===== src/rtl/seg_ascii_pkg.sv =====
// Shared definitions for the ASCII-to-7-segment display path.
//   - Segment codes in active-high form, bit order {dp,g,f,e,d,c,b,a}
//   - ASCII control characters recognised by the entry logic
//   - Entry/commit state encoding
//   - hex_seg(): nibble to segment code lookup
package seg_ascii_pkg;

    localparam logic [7:0] SEG_0     = 8'h3F;
    localparam logic [7:0] SEG_1     = 8'h06;
    localparam logic [7:0] SEG_2     = 8'h5B;
    localparam logic [7:0] SEG_3     = 8'h4F;
    localparam logic [7:0] SEG_4     = 8'h66;
    localparam logic [7:0] SEG_5     = 8'h6D;
    localparam logic [7:0] SEG_6     = 8'h7D;
    localparam logic [7:0] SEG_7     = 8'h07;
    localparam logic [7:0] SEG_8     = 8'h7F;
    localparam logic [7:0] SEG_9     = 8'h6F;
    localparam logic [7:0] SEG_A     = 8'h77;
    localparam logic [7:0] SEG_B     = 8'h7C;
    localparam logic [7:0] SEG_C     = 8'h39;
    localparam logic [7:0] SEG_D     = 8'h5E;
    localparam logic [7:0] SEG_E     = 8'h79;
    localparam logic [7:0] SEG_F     = 8'h71;
    localparam logic [7:0] SEG_MINUS = 8'h40;
    localparam logic [7:0] SEG_BLANK = 8'h00;
    localparam int         SEG_DP_BIT = 7;

    localparam logic [7:0] CR  = 8'h0D;
    localparam logic [7:0] LF  = 8'h0A;
    localparam logic [7:0] BS  = 8'h08;
    localparam logic [7:0] DOT = 8'h2E;

    typedef enum logic {
        ENTRY  = 1'b0,
        COMMIT = 1'b1
    } state_t;

    function automatic logic [7:0] hex_seg(input logic [3:0] nib);
        case (nib)
            4'h0:    hex_seg = SEG_0;
            4'h1:    hex_seg = SEG_1;
            4'h2:    hex_seg = SEG_2;
            4'h3:    hex_seg = SEG_3;
            4'h4:    hex_seg = SEG_4;
            4'h5:    hex_seg = SEG_5;
            4'h6:    hex_seg = SEG_6;
            4'h7:    hex_seg = SEG_7;
            4'h8:    hex_seg = SEG_8;
            4'h9:    hex_seg = SEG_9;
            4'hA:    hex_seg = SEG_A;
            4'hB:    hex_seg = SEG_B;
            4'hC:    hex_seg = SEG_C;
            4'hD:    hex_seg = SEG_D;
            4'hE:    hex_seg = SEG_E;
            default: hex_seg = SEG_F;
        endcase
    endfunction

endpackage


===== src/rtl/seg_ascii_display_decode.sv =====
// Combinational ASCII decoder for characters that occupy a digit position.
//   char_in : ASCII character
//   valid   : 1 when char_in is 0-9, A-F, a-f, '-' or ' '
//   code    : active-high segment code (blank when not valid)
// Control characters (CR, LF, BS, '.') are deliberately not valid here; the
// entry logic handles them itself.
module seg_ascii_decode
    import seg_ascii_pkg::*;
(
    input  logic [7:0] char_in,
    output logic       valid,
    output logic [7:0] code
);

    always_comb begin
        // NOTE: every output gets a default before the if-chain so no path
        // leaves it unassigned, which would otherwise infer a latch.
        valid = 1'b0;
        code  = SEG_BLANK;
        if (char_in >= 8'h30 && char_in <= 8'h39) begin
            valid = 1'b1;
            code  = hex_seg(char_in[3:0]);
        end else if ((char_in >= 8'h41 && char_in <= 8'h46) ||
                     (char_in >= 8'h61 && char_in <= 8'h66)) begin
            // Low nibble of 'A'/'a' is 1, so +9 maps it onto 0xA.
            valid = 1'b1;
            code  = hex_seg(char_in[3:0] + 4'd9);
        end else if (char_in == 8'h2D) begin
            valid = 1'b1;
            code  = SEG_MINUS;
        end else if (char_in == 8'h20) begin
            valid = 1'b1;
            code  = SEG_BLANK;
        end
    end

endmodule


===== src/rtl/seg_ascii_display.sv =====
// ASCII character stream to multi-digit 7-segment display.
//   CLK, RST      : clock, synchronous active-high reset
//   char_in/valid : ASCII character stream, accepted when char_ready is high
//   char_ready    : low only during the single commit cycle
//   blank_en      : forces all segments off
//   blink_en      : blinks the displayed value at BLINK_DIV half-period
//   seg_out       : digit k at [8k+7:8k], {dp,g,f,e,d,c,b,a}, digit 0 rightmost
//   commit_pulse  : one cycle when the display register takes the staged value
//   bad_char      : one cycle when an unsupported character was accepted
//   overflow      : sticky, a digit was shifted out since the last commit
//   char_count    : characters staged since the last commit, saturating
// Characters build up in a staging buffer; a CR/LF copies it to the display
// register in one step so a half-typed value never reaches the segments.
module seg_ascii_display
    import seg_ascii_pkg::*;
#(
    parameter int NUM_DIGITS = 4,
    parameter int ACTIVE_LOW = 1,
    parameter int BLINK_DIV  = 25000000
) (
    input  logic                    CLK,
    input  logic                    RST,
    input  logic [7:0]              char_in,
    input  logic                    char_valid,
    output logic                    char_ready,
    input  logic                    blank_en,
    input  logic                    blink_en,
    output logic [8*NUM_DIGITS-1:0] seg_out,
    output logic                    commit_pulse,
    output logic                    bad_char,
    output logic                    overflow,
    output logic [3:0]              char_count
);

    localparam int                 SEG_W      = 8 * NUM_DIGITS;
    localparam int                 BLINK_W    = $clog2(BLINK_DIV);
    localparam logic [3:0]         FULL_COUNT = 4'(NUM_DIGITS);
    localparam logic [BLINK_W-1:0] BLINK_LAST = BLINK_W'(BLINK_DIV - 1);
    localparam logic [SEG_W-1:0]   POL_MASK   = (ACTIVE_LOW != 0) ? {SEG_W{1'b1}} : {SEG_W{1'b0}};

    state_t               state_q, state_d;
    logic                 xfer, is_term;
    logic                 dec_valid;
    logic [7:0]           dec_code;
    logic [7:0]           stage_q [NUM_DIGITS];
    logic [SEG_W-1:0]     disp_q;
    logic [SEG_W-1:0]     seg_q;
    logic [3:0]           count_q;
    logic                 ovf_q, commit_q, bad_q;
    logic [BLINK_W-1:0]   blink_cnt_q;
    logic                 blink_phase_q;

    seg_ascii_decode u_decode (
        .char_in (char_in),
        .valid   (dec_valid),
        .code    (dec_code)
    );

    assign xfer    = char_valid && char_ready;
    assign is_term = (char_in == CR) || (char_in == LF);

    // ---------------- state machine ----------------
    always_ff @(posedge CLK) begin
        // NOTE: registers use non-blocking assignment so every flop samples
        // the pre-edge values, independent of block ordering.
        if (RST) state_q <= ENTRY;
        else     state_q <= state_d;
    end

    always_comb begin
        state_d    = state_q;
        char_ready = 1'b0;
        case (state_q)
            ENTRY: begin
                char_ready = 1'b1;
                // Ready is unconditionally high in ENTRY, so valid alone
                // means a transfer here.
                if (char_valid && is_term) state_d = COMMIT;
            end
            COMMIT:  state_d = ENTRY;
            default: state_d = ENTRY;
        endcase
    end

    // ---------------- staging buffer and display register ----------------
    always_ff @(posedge CLK) begin
        if (RST) begin
            // NOTE: the staging array is a handful of flops, not a RAM, and
            // must power up blank, so it is reset like any other register.
            for (int k = 0; k < NUM_DIGITS; k++) stage_q[k] <= SEG_BLANK;
            disp_q   <= '0;
            count_q  <= 4'd0;
            ovf_q    <= 1'b0;
            commit_q <= 1'b0;
            bad_q    <= 1'b0;
        end else begin
            commit_q <= 1'b0;
            bad_q    <= 1'b0;
            if (state_q == COMMIT) begin
                // Staging is cleared so an empty line commits a blank display.
                for (int k = 0; k < NUM_DIGITS; k++) begin
                    disp_q[8*k +: 8] <= stage_q[k];
                    stage_q[k]       <= SEG_BLANK;
                end
                count_q  <= 4'd0;
                ovf_q    <= 1'b0;
                commit_q <= 1'b1;
            end else if (xfer && !is_term) begin
                if (dec_valid) begin
                    for (int k = NUM_DIGITS - 1; k > 0; k--) stage_q[k] <= stage_q[k-1];
                    stage_q[0] <= dec_code;
                    if (count_q == FULL_COUNT) ovf_q   <= 1'b1;
                    else                       count_q <= count_q + 4'd1;
                end else if (char_in == DOT) begin
                    stage_q[0][SEG_DP_BIT] <= 1'b1;
                end else if (char_in == BS) begin
                    for (int k = 0; k < NUM_DIGITS - 1; k++) stage_q[k] <= stage_q[k+1];
                    stage_q[NUM_DIGITS-1] <= SEG_BLANK;
                    if (count_q != 4'd0) count_q <= count_q - 4'd1;
                end else begin
                    bad_q <= 1'b1;
                end
            end
        end
    end

    // ---------------- blink timebase and output register ----------------
    // Free-running: enabling blink does not restart the phase.
    always_ff @(posedge CLK) begin
        if (RST) begin
            blink_cnt_q   <= '0;
            blink_phase_q <= 1'b0;
        end else if (blink_cnt_q == BLINK_LAST) begin
            blink_cnt_q   <= '0;
            blink_phase_q <= ~blink_phase_q;
        end else begin
            blink_cnt_q <= blink_cnt_q + 1'b1;
        end
    end

    always_ff @(posedge CLK) begin
        if (RST) begin
            seg_q <= POL_MASK;
        end else if (blank_en || (blink_en && blink_phase_q)) begin
            seg_q <= POL_MASK;
        end else begin
            seg_q <= disp_q ^ POL_MASK;
        end
    end

    assign seg_out      = seg_q;
    assign commit_pulse = commit_q;
    assign bad_char     = bad_q;
    assign overflow     = ovf_q;
    assign char_count   = count_q;

endmodule


===== config.mk =====
export PLATFORM = sky130hd
export DESIGN_NAME = seg_ascii_display
export DESIGN_NICKNAME = d
export VERILOG_FILES = /design/src/rtl/seg_ascii_pkg.sv /design/src/rtl/seg_ascii_display_decode.sv /design/src/rtl/seg_ascii_display.sv
export SDC_FILE = /design/constraint.sdc
export NUM_CORES = 1
export LEC_CHECK = 0
export ABC_AREA = 1
export BUFFER_PORTS_ARGS = -buffer_cell sky130_fd_sc_hd__buf_4
export CORE_MARGIN = 10
export CORE_UTILIZATION = 40
export DETAILED_ROUTE_END_ITERATION = 16
export GPL_ROUTABILITY_DRIVEN = 1
export MAX_ROUTING_LAYER = met4
export PLACE_DENSITY = 0.67
export SLEW_MARGIN = 20
export SYNTH_ARGS = -nofsm -noshare
export SYNTH_HDL_FRONTEND = slang
export SYNTH_SLANG_ARGS = --single-unit

===== constraint.sdc =====
create_clock -name CLK -period 5.79 [get_ports CLK]
set_input_delay 0.8685 -clock CLK [delete_from_list [all_inputs] [get_ports CLK]]
set_output_delay 0.8685 -clock CLK [all_outputs]
set_load 0.02 [all_outputs]

# Word level (Yosys, flattened, before mapping)
# Memory sizes are Yosys's and may differ from the RTL's.
# Cells that the tools add are included.
# word_totals
register_bits	98
ramBits	32
rom_bits	224
in_bits	13
output_inout_bits	40
elab_cells	123
memories	3
# memory_table
name	depth	word_bits	rd	rd_clocked_by_memory_dff	write_ports	line_no	source
(name not given)	16	7	1	0	0	seg_ascii_pkg.sv:39	case (nib)
(name not given)	16	7	1	0	0	seg_ascii_pkg.sv:39	
stage_q	4	8	4	0	4	seg_ascii_display.sv:45	logic [7:0] stage_q [NUM_DIGITS];
# op_classes
add_sub_neg	4
order_cmp	6
n_eq_ne	10
mux	53
bitwise	18
n_reduce_logical	20
# ops
operator	n
$mux 8	13
$mux 1	32
$not 32->32	1
$add 25x1->25 const B	1
$eq 25x25->1 const B	1
$eq 8x4->1 const B	3
$eq 8x6->1 const B	3
$mux 4	5
$ge 8x7->1 const B	2
$le 8x7->1 const B	2
$mux 7	2
$or 1x1->1	14
$ge 8x6->1 const B	1
$le 8x6->1 const B	1
$logic_and 1x1->1	7
$reduce_or 2->1	3
$reduce_and 5->1	1
$reduce_or 5->1	1
$add 4x1->4 const B	1
$add 4x4->4 const B	1
$eq 4x3->1 const B	1
$ne 2x2->1 const B	2
$reduce_bool 2->1	2
$reduce_bool 4->1	1
other kinds (6)	10

# Depth between registers and ports, before layout
# Gate-level depths: netlist (run 1).
# depth
depth_word	13
ltp_mapped	18
ltp_nobuf	18

# By module
# From an unflattened synthesis (run 1), not the netlist that was laid out.
# hier_totals
hier_cells	726
area_unflattened_um2	5786.8
# by_module_without_submodules
module	n_inst	cells_per_inst	area_per_inst_um2	seq_area_each_um2
seg_ascii_display	1	610	5144.9	2842.7
seg_ascii_decode	1	116	641.9	0.0

# Least setup slack after synthesis (run 1)
# OpenSTA, ideal clock, no wires.
# synth_timing
path_kind	input to register
from	in char_in[1]
to	mem stage_q[1][0] (enable)
setup_ns	0.327
t_arrival_ns	2.225
required_ns	5.463
slack_ns	3.238
path_stages	10
path_buffers	0
path_cell_list	inv_1 ha_1 nand3_1 inv_1 o21ai_2 nand3_4 nand3_2 nand2_2 inv_2 nand3_1
# synth_lines
item	line_no	source
start, declared	seg_ascii_display.sv:23	input logic [7:0] char_in,
end, declared	seg_ascii_display.sv:45	

==> impl_metrics.csv, run 1 <==
group,metric,value,unit
power,power_density,326.0,mW/mm²
logic_synthesis,syn-num-nets,725,
setup_path,cp_max_fo,17,
die,die_x,138.1,µm
route,drt_iter0_markers,336,
placement,place_area,0.006097,mm²
power,clkPwrFrac,53.4,%
die,core_area,0.01377,mm²
power,power_frac_seq,42.6,%
job,max_cap_violations,0,
die,initial_core_util,40.53,%
power,p_leak,0.002722,µW
route,vias,4651,
timing,rsz0062_at_grt,"no",
power,combPwrFrac,4.0,%
final_layout,register_area,0.002843,mm²
grt,grt.busiest_layer,"met1",
clock_network,cts_resized,0,
power,p_sw,453.4,µW
timing,relSlewSlack,40.82,%
timing,slew_violations,0,
clock_network,cts.reportedPaths.clkPinSlew,60,ps
timing,worstMarginPinSlew,886.7,ps
grt,grt_pass1_wl,21.45,mm
power,p_int,1752,µW
logic_synthesis,ys_types,42,
setup_path,path_buf_inv,3,
timing,fin_crit,2949,ps
grt,grt_pass1_vias,4299,
die,fp.dieH,138.1,µm
logic_synthesis,synth-seq-cells,130,
clock_network,cts_root_buf,"clkbuf_16",
logic_synthesis,avgSynthCellArea,7.941,µm²
logic_synthesis,ys_top_cells_by_count,"nand2_1, dfxtp_1, inv_1",
final_layout,drive_above_1_share,15.34,%
placement,globalplace.congestion,0.9144,
logic_synthesis,synth_flop_cell,"dfxtp_1",
setup_path,crit_chain,"buf_4 > inv_1 > ha_1 > nand2_1 > nand3_1 > nand2_2 > nand3_4 > nand3_2 > nand2_2 > inv_2 > nand3_1",
logic_synthesis,netlist_instances,703,
setup_path,cp_slowest_stage_delay,310,ps
logic_synthesis,synthArstFlopShare,0,%
timing,fmax,0.3391,GHz
clock_network,h-tree-depth,4,
route,wl,12.78,mm
clock_network,cts_buffers,17,
die,die-area,0.01908,mm²
placement,hpwl,9.352,mm
logic_synthesis,yosys.area_share.simple,27.19,%
route,antenna_left,0,
timing,tns,0,ps
clock_network,postCtsSetupRepairBufs,0,
placement,portBuffers,52,
timing,clock_skew,8.844,ps
final_layout,multiInputGateArea,0.002263,mm²
setup_path,worstPathRequired,5860,ps
die,placementRows,43,
setup_path,crit_family,"simple AND/OR/NAND/NOR gates",
setup_path,cp-end-kind,"flip-flop",
clock_network,insertion_delay,420,ps
logic_synthesis,synth_fa_ha_area_share,2.017,%
clock_network,ctsHoldBuffers,0,
grt,grt_start_max_net_pins,39,
route,drc,0,
power,ir_drop,0.2123,mV
logic_synthesis,synth_compound_area_share,10.35,%
final_layout,finalInstanceArea,0.006764,mm²
grt,gr-total-overflow,0,
timing,setup_viol,0,
logic_synthesis,synth_top_family_by_area,"simple AND/OR/NAND/NOR gates",
route,avgRoutedWirePerCell,13.47,µm
route,dr.pass1.iters,5,
final_layout,fillers,1365,
logic_synthesis,ys_seq_area_share,50.92,%
grt,antenna_found_initial,0,
final_layout,num_antenna_cells,0,
min_path,hold_path_class,"reg -> reg",
setup_path,criticalPathCategory,"in -> reg",
timing,post-route-period-util,50.94,%
route,viasPerCell,4.901,
clock_network,cts_sinks,130,
logic_synthesis,syn_area,0.005583,mm²
setup_path,cp.arrival,3020,ps
logic_synthesis,yosys-top-cells-area,"dfxtp_1, edfxtp_1, nand2_1",
setup_path,cp_slowest_cell,"nand3_1",
setup_path,startpoint_type,"input port",
logic_synthesis,synth_top_area_share,38.01,%
final_layout,area_growth,21.16,%
timing,hold_viol,0,
grt,grtUsageTotal,13.76,%
logic_synthesis,synthMuxAreaShare,0,%
min_path,hold-path-cell-count,1,
setup_path,reg2reg_depth,6,
power,switching_share,20.56,%
logic_synthesis,synth_xor_area_share,0.9413,%
timing,setup_ws,2841,ps
grt,met1_usage,19.12,%
logic_synthesis,synth.most_common_cell,"nand2_1",
logic_synthesis,synth_edf_count,24,
grt,grt.met2_usage,18.40,%
setup_path,cp.depth,11,
logic_synthesis,yosysWarnings,0,
grt,grtUsageMet3,3.048,%
placement,preCtsSetupSlack,2433,ps
clock_network,cts_tree,"done",
status,status,"complete, no violations",
clock_network,ctsLongestPathBuffers,2,
die,pin_count,53,
logic_synthesis,synth_top_cell_by_area,"dfxtp_1",
final_layout,nets,778,
-- metal layers --
metal	part of all wire, %	vias to the layer above
li1	-	2386
met1	50	2072
met2	42	168
met3	6.5	25
met4	2.3	0
met5	0	-
-- cells in the final DEF, fill, tap and decap left out, types with 7 or more instances in the layout --
| cell | n |
|---|---|
| nor2_1 | 57 |
| nand2_1 | 178 |
| o22ai_1 | 13 |
| buf_4 | 53 |
| o21ai_0 | 46 |
| nor3_1 | 15 |
| nor2_2 | 7 |
| nand4_1 | 20 |
| nand3_1 | 31 |
| dfxtp_1 | 106 |
| inv_1 | 89 |
| edfxtp_1 | 24 |
| a21oi_1 | 33 |
| o21ai_1 | 8 |
| ha_1 | 9 |
| clkbuf_16 | 20 |
-- cell type report --
| cell class | count | area share [%] |
|---|---|---|
| clock inverters | 6 | 1.628 |
| inverters | 96 | 5.438 |
| well taps | 180 | 3.330 |
| flip-flops and latches | 130 | 42.03 |
| repair buffers | 53 | 5.882 |
| clock buffers | 26 | 8.232 |
| multi-input cells | 458 | 33.46 |
-- stage by stage --
stage / std cells / utilization, % / power [µW] / hold slack [ps]
2_1_floorplan: 703 / - / 1017 / 365.4
3_3_place_gp: 917 / 44.27 / 1045 / 371.4
3_5_place_dp: 917 / 44.27 / 1046 / 374.4
4_1_cts: 949 / 49.11 / 2217 / 384.4
5_1_grt: 949 / 49.11 / 2269 / 384.7
6_report: 949 / 49.11 / 2205 / 382.1
-- sequential cells by signal, summed over array words and instances, names as in the netlist --
name,flops
bad_char,1
blink_cnt_q,25
blink_phase_q,1
char_count,4
commit_pulse,1
disp_q,32
overflow,1
seg_out,32
stage_q,32
state_q,1
-- logic make-up after synthesis --
group / Yosys count
DFF: 130
adders and majority gates: 9
xor gates and xnor gates: 6
AOI/OAI and AO/OA: 108
and+or+nand+nor: 335
buffers and inverters: 115
-- power groups by stage --
stage	logic, µW	registers (µW)	clock network (µW)
final	88.2	939	1180
after global placement	87.8	957	0
after CTS	88.3	938	1190
after floorplan	61.2	956	0
after global routing	99.8	939	1230
after detailed placement	88.1	958	0
-- path summary, 6_finish.rpt --
kind / startpoint / to / slack [ps]
worst max register to register: state_q$_SDFF_PP0_ / stage_q[1][6]$_DFFE_PP_ / 3510
worst max-delay path: char_in[1] / stage_q[1][6]$_DFFE_PP_ / 2840
worst min-delay path: disp_q[23]$_SDFFE_PP0P_ / seg_out[23]$_SDFF_PP1_ / 380
worst min register to register: disp_q[23]$_SDFFE_PP0P_ / seg_out[23]$_SDFF_PP1_ / 380
No activity file was read; power rests on OpenSTA's default activity.
==> run 2, diff against run 1 <==
--- a/config.mk
+++ b/config.mk
@@ -12,7 +12,7 @@
 export DETAILED_ROUTE_END_ITERATION = 16
 export GPL_ROUTABILITY_DRIVEN = 1
 export MAX_ROUTING_LAYER = met4
-export PLACE_DENSITY = 0.67
+export PLACE_DENSITY = 0.69
 export SLEW_MARGIN = 20
 export SYNTH_ARGS = -nofsm -noshare
 export SYNTH_HDL_FRONTEND = slang
==> constraint.sdc (replaced) <==
create_clock -name CLK -period 2.4 [get_ports CLK]
set_input_delay 0.36 -clock CLK [delete_from_list [all_inputs] [get_ports CLK]]
set_output_delay 0.36 -clock CLK [all_outputs]
set_load 0.02 [all_outputs]
==> run 2 against run 1 <==
Critical endpoint unchanged. Largest power group unchanged. Global-route usage grew 0.16 points. Sequential share of layout area about the same. Die area stayed put. Clock-buffer cell count down 5. Total power increased by 120%.
==> impl_metrics.csv, run 2 (synthesis results as in run 1) <==
group,metric,value,unit
status,status,"complete, no violations",
setup_path,timing.rr.end,"blink_cnt_q[23]$_SDFF_PP0_",
clock_network,cts_buffers,17,
clock_network,postCtsSetupRepairBufs,0,
grt,grt_start_max_net_pins,33,
setup_path,reg2reg_from,"blink_cnt_q[0]$_SDFF_PP0_",
route,vias,4695,
clock_network,cts_resized,0,
die,pin_count,53,
die,initial_core_util,40.53,%
final_layout,nets,790,
die,placementRows,43,
route,drc,0,
timing,setup_viol,0,
grt,gr-total-overflow,0,
power,ir_drop,0.5283,mV
power,p_leak,0.002741,µW
power,finalPower,4904,µW
min_path,hold-path-cell-count,2,
die,die_x,138.1,µm
final_layout,area_growth,21.25,%
die,core_area,0.01377,mm²
final_layout,layout.cells.non_filler,961,
timing,worstMarginPinSlew,439.9,ps
clock_network,ctsLongestPathBuffers,2,
timing,rsz0062_at_grt,"no",
setup_path,cp_slowest_cell,"nand3_1",
final_layout,most-common-layout-cells,"nand2_1, dfxtp_1, inv_1, buf_4, nor2_1",
timing,tns,0,ps
grt,grt_pass1_vias,4491,
power,power_density,724.5,mW/mm²
final_layout,layout_commonest_cell,"nand2_1",
placement,hpwl,9.459,mm
setup_path,reg2reg_depth,12,
grt,grt_pass1_wl,21.90,mm
setup_path,criticalPathCategory,"in -> reg",
setup_path,cp_slowest_stage_delay,330,ps
timing,slew_violations,0,
setup_path,startpoint_type,"input port",
setup_path,reg2reg_slack,450,ps
final_layout,num_antenna_cells,0,
clock_network,cts_tree,"done",
clock_network,cts_root_buf,"clkbuf_16",
setup_path,cp_max_fo,8,
timing,fin_crit,2043,ps
timing,relSlewSlack,70.59,%
final_layout,drive_above_1_share,16.77,%
route,dr.pass1.iters,5,
clock_network,ctsHoldBuffers,0,
final_layout,postLayoutCoreUtil,49.15,%
route,drt_iter0_markers,369,
timing,post-route-period-util,85.12,%
clock_network,cts.reportedPaths.clkPinSlew,50,ps
job,max_cap_violations,0,
clock_network,cts_sinks,130,
timing,setup_ws,357.2,ps
placement,dpl.cell_count,929,
timing,hold_viol,0,
setup_path,cp-end-kind,"flip-flop",
route,antenna_left,0,
placement,portBuffers,52,
placement,preCtsSetupSlack,-10.78,ps
route,viasPerCell,4.886,
route,wl,12.93,mm
grt,grtUsageTotal,13.92,%
clock_network,h-tree-depth,4,
min_path,hold_path_class,"in -> reg",
grt,antenna_found_initial,0,
setup_path,cp.arrival,2080,ps
placement,globalplace.congestion,0.9038,
die,die-area,0.01908,mm²
setup_path,crit_chain,"buf_4 > inv_1 > ha_1 > nand3_1 > inv_1 > o21ai_2 > nand3_4 > nand3_2 > nand2_2 > inv_2 > nand3_1",
clock_network,insertion_delay,410,ps
timing,fmax,0.4895,GHz
route,avgRoutedWirePerCell,13.45,µm
min_path,hold_start,"RST",
min_path,whs_endpoint,"commit_pulse$_DFF_P_",
timing,clock_skew,9.576,ps
setup_path,worstPathRequired,2440,ps
die,fp.dieH,138.1,µm
==> run 2: power by group <==
part / leakage (µW) / internal [µW] / total, µW / switching (µW)
clock: 0.000279 / 1470 / 2420 / 948
sequential: 0.00110 / 2250 / 2260 / 14.9
combinational: 0.00136 / 72.2 / 225 / 153
total: 0.00274 / 3790 / 4900 / 1120
==> run 2: final cells by class <==
type / instances / area (µm²)
Clock buffer: 21 / 493.0
Tap cell: 180 / 225.2
Clock inverter: 11 / 76.32
Inverter: 96 / 367.9
Fill cell: 1332 / 7004
Timing Repair Buffer: 65 / 500.5
Sequential cell: 130 / 2843
Multi-Input combinational cell: 458 / 2263
==> run 2: worst max-delay path by stage <==
stage                           from                       to  slack, ps  depth (start not counted)
after global placement    char_in[1]  stage_q[1][0]$_DFFE_PP_         70                         11
after detailed placement  char_in[1]  stage_q[1][3]$_DFFE_PP_        -10                         11
after global routing      char_in[1]  stage_q[2][1]$_DFFE_PP_        220                         11
after floorplan           char_in[1]  stage_q[1][0]$_DFFE_PP_        360                         10
after CTS                 char_in[1]  stage_q[1][6]$_DFFE_PP_        410                         11
final                     char_in[1]  stage_q[1][6]$_DFFE_PP_        360                         11
==> run 2: through the flow <==
| step | hold WS (ps) | instance area, µm² |
|---|---|---|
| CTS | 179.8 | 6769 |
| floorplan | 365.4 | 5583 |
| detailed placement | 374.0 | 6200 |
| finish | 192.4 | 6769 |
| global placement | 374.2 | 6200 |
| global route | 189.7 | 6769 |
==> run 2: per-layer routing <==
layer | track usage, % | vias to the layer above | wire length [µm]
li1 | - | 2419 | -
met1 | 18.21 | 2123 | 6185
met2 | 20.48 | 140 | 5883
met3 | 3.493 | 13 | 729
met4 | 4.772 | 0 | 133
met5 | - | - | 0
==> run 2: worst max-delay path: cells and delay by family <==
family	cells	cell delay [ps]
buffers and inverters	4	390
and+or+nand+nor	5	840
adders and majority gates	1	270
AOI/OAI and AO/OA	1	240
==> run 3, diff against run 2 <==
--- a/config.mk
+++ b/config.mk
@@ -13,6 +13,7 @@
 export GPL_ROUTABILITY_DRIVEN = 1
 export MAX_ROUTING_LAYER = met4
 export PLACE_DENSITY = 0.69
+export REMOVE_ABC_BUFFERS = 1
 export SLEW_MARGIN = 20
 export SYNTH_ARGS = -nofsm -noshare
 export SYNTH_HDL_FRONTEND = slang
==> run 3 against run 2 <==
Total power grew 0.93%. Largest power group unchanged. Via count shrank 1.2%. Sequential power is essentially flat. Highest routed layer unchanged. Combinational power is essentially flat.
==> impl_metrics.csv, run 3 (synthesis results as in run 1) <==
group,metric,value,unit
job,max_cap_violations,0,
timing,hold_viol,0,
route,wl,12.59,mm
setup_path,cp.arrival,2320,ps
power,power_frac_seq,45.7,%
final_layout,finalInstanceArea,0.006768,mm²
die,pin_count,53,
timing,setup_viol,0,
clock_network,insertion_delay,420,ps
timing,tns,0,ps
min_path,hold_path_class,"in -> reg",
final_layout,drive_above_1_share,16.77,%
power,ir_drop,0.3552,mV
route,avgRoutedWirePerCell,13.10,µm
timing,post-route-period-util,84.34,%
final_layout,num_antenna_cells,0,
setup_path,reg2reg_slack,380,ps
setup_path,worstPathRequired,2690,ps
status,status,"complete, no violations",
clock_network,cts_root_buf,"clkbuf_16",
min_path,hold_start,"RST",
clock_network,postCtsSetupRepairBufs,0,
route,drc,0,
route,vias,4640,
clock_network,ctsLongestPathBuffers,2,
clock_network,cts_resized,0,
clock_network,cts_buffers,17,
die,initial_core_util,40.53,%
power,switching_share,23.42,%
clock_network,h-tree-depth,4,
grt,grt_start_max_net_pins,33,
clock_network,cts.reportedPaths.clkPinSlew,60,ps
setup_path,reg2reg_from,"blink_cnt_q[0]$_SDFF_PP0_",
die,die-area,0.01908,mm²
placement,place_area,0.006200,mm²
final_layout,nets,790,
min_path,hold-path-cell-count,2,
placement,globalplace.congestion,0.9280,
grt,grtUsageTotal,13.91,%
route,viasPerCell,4.828,
setup_path,cp_max_fo,24,
power,power_density,731.4,mW/mm²
setup_path,path_common_cell,"nand2_1",
clock_network,cts_tree,"done",
power,clkPwrFrac,49.8,%
power,p_int,3791,µW
placement,hpwl,9.103,mm
setup_path,cp-end-kind,"flip-flop",
final_layout,most-common-layout-cells,"nand2_1, dfxtp_1, inv_1, buf_4, nor2_1",
setup_path,cp_slowest_cell,"dfxtp_1",
power,p_sw,1159,µW
route,antenna_left,0,
setup_path,timing.rr.end,"blink_cnt_q[23]$_SDFF_PP0_",
route,dr.pass1.iters,5,
clock_network,ctsHoldBuffers,0,
setup_path,criticalPathCategory,"reg -> reg",
power,combPwrFrac,4.6,%
setup_path,cp_slowest_stage_delay,350,ps
grt,grt_pass1_wl,21.60,mm
final_layout,layout_commonest_cell,"nand2_1",
timing,slew_violations,0,
timing,fmax,0.4940,GHz
final_layout,area_growth,21.22,%
clock_network,cts_sinks,130,
grt,grt_pass1_vias,4443,
grt,antenna_found_initial,0,
timing,fin_crit,2024,ps
die,fp.dieH,138.1,µm
power,p_leak,0.002741,µW
setup_path,crit_chain,"ha_1 > nand2_1 > inv_1 > nand2_1 > nor3_2 > inv_2 > nor2_1 > nand3b_1 > nand2_2 > buf_12 > a21oi_1",
timing,relSlewSlack,73.29,%
die,core_area,0.01377,mm²
die,die_x,138.1,µm
final_layout,postLayoutCoreUtil,49.14,%
die,placementRows,43,
setup_path,startpoint_type,"flip-flop",
route,drt_iter0_markers,357,
placement,portBuffers,52,
timing,rsz0062_at_grt,"no",
grt,gr-total-overflow,0,
timing,worstMarginPinSlew,397.6,ps
setup_path,reg2reg_depth,11,
timing,clock_skew,4.930,ps
min_path,whs_endpoint,"commit_pulse$_DFF_P_",
-- run 3: changes by cell type in the layout (fill, tap and decap cells not counted) --
| cell | change |
|---|---|
| clkbuf_16 | -2 |
| clkinvlp_4 | -1 |
| clkinv_4 | -1 |
| inv_4 | +2 |
| clkinv_2 | -3 |
| bufinv_16 | +1 |
| inv_6 | +3 |
| inv_8 | +1 |
-- run 3: layout make-up --
type	count	area [µm²]
clock buffer	19	442.9
clock inverter	13	125.1
fill	1386	7005
inverter	96	367.9
multi-input combinational	458	2263
sequential	130	2843
tap	180	225.2
timing repair buffer	65	500.5
-- run 3: power groups by stage --
stage | Combinational, µW | Sequential (µW) | Clock (µW)
global route | 257 | 2260 | 2610
floorplan | 133 | 2310 | 0
detailed placement | 226 | 2310 | 0
CTS | 227 | 2260 | 2510
global placement | 224 | 2310 | 0
finish | 225 | 2260 | 2460
-- run 3: per-layer routing --
metal / routed length, µm / track usage (%) / up-vias
li1: - / - / 2419
met5: 0 / - / -
met2: 5589 / 19.83 / 132
met3: 657 / 3.527 / 20
met1: 6110 / 18.11 / 2069
met4: 230 / 6.326 / 0
-- run 3: worst max-delay path by stage --
stage,startpoint,endpoint,slack (ps),cells past startpoint
floorplan,char_in[0],stage_q[1][0]$_DFFE_PP_,140,10
global route,blink_cnt_q[0]$_SDFF_PP0_,blink_cnt_q[23]$_SDFF_PP0_,100,11
finish,blink_cnt_q[0]$_SDFF_PP0_,blink_cnt_q[23]$_SDFF_PP0_,380,11
detailed placement,char_in[1],stage_q[2][0]$_DFFE_PP_,40,13
CTS,blink_cnt_q[0]$_SDFF_PP0_,blink_cnt_q[23]$_SDFF_PP0_,370,11
global placement,char_in[0],char_count[2]$_SDFFE_PP0P_,90,17
-- run 3: worst max-delay path: cells and delay by family (launching register included) --
kind,cells,cell delay [ps]
and+or+nand+nor,6,950
adders and majority gates,1,210
AOI/OAI and AO/OA,1,60
buffers and inverters,3,320
DFF,1,350
-- run 3: metrics by stage --
step                      setup slack, ps  total power (µW)  cells  hold slack, ps
after global routing                101.0              5127    961           164.5
after CTS                           365.1              5002    961           155.5
after detailed placement            35.21              2533    929           375.1
after floorplan                     138.8              2440    684           366.4
final                               375.7              4950    961           176.8
after global placement              87.02              2531    929           373.5
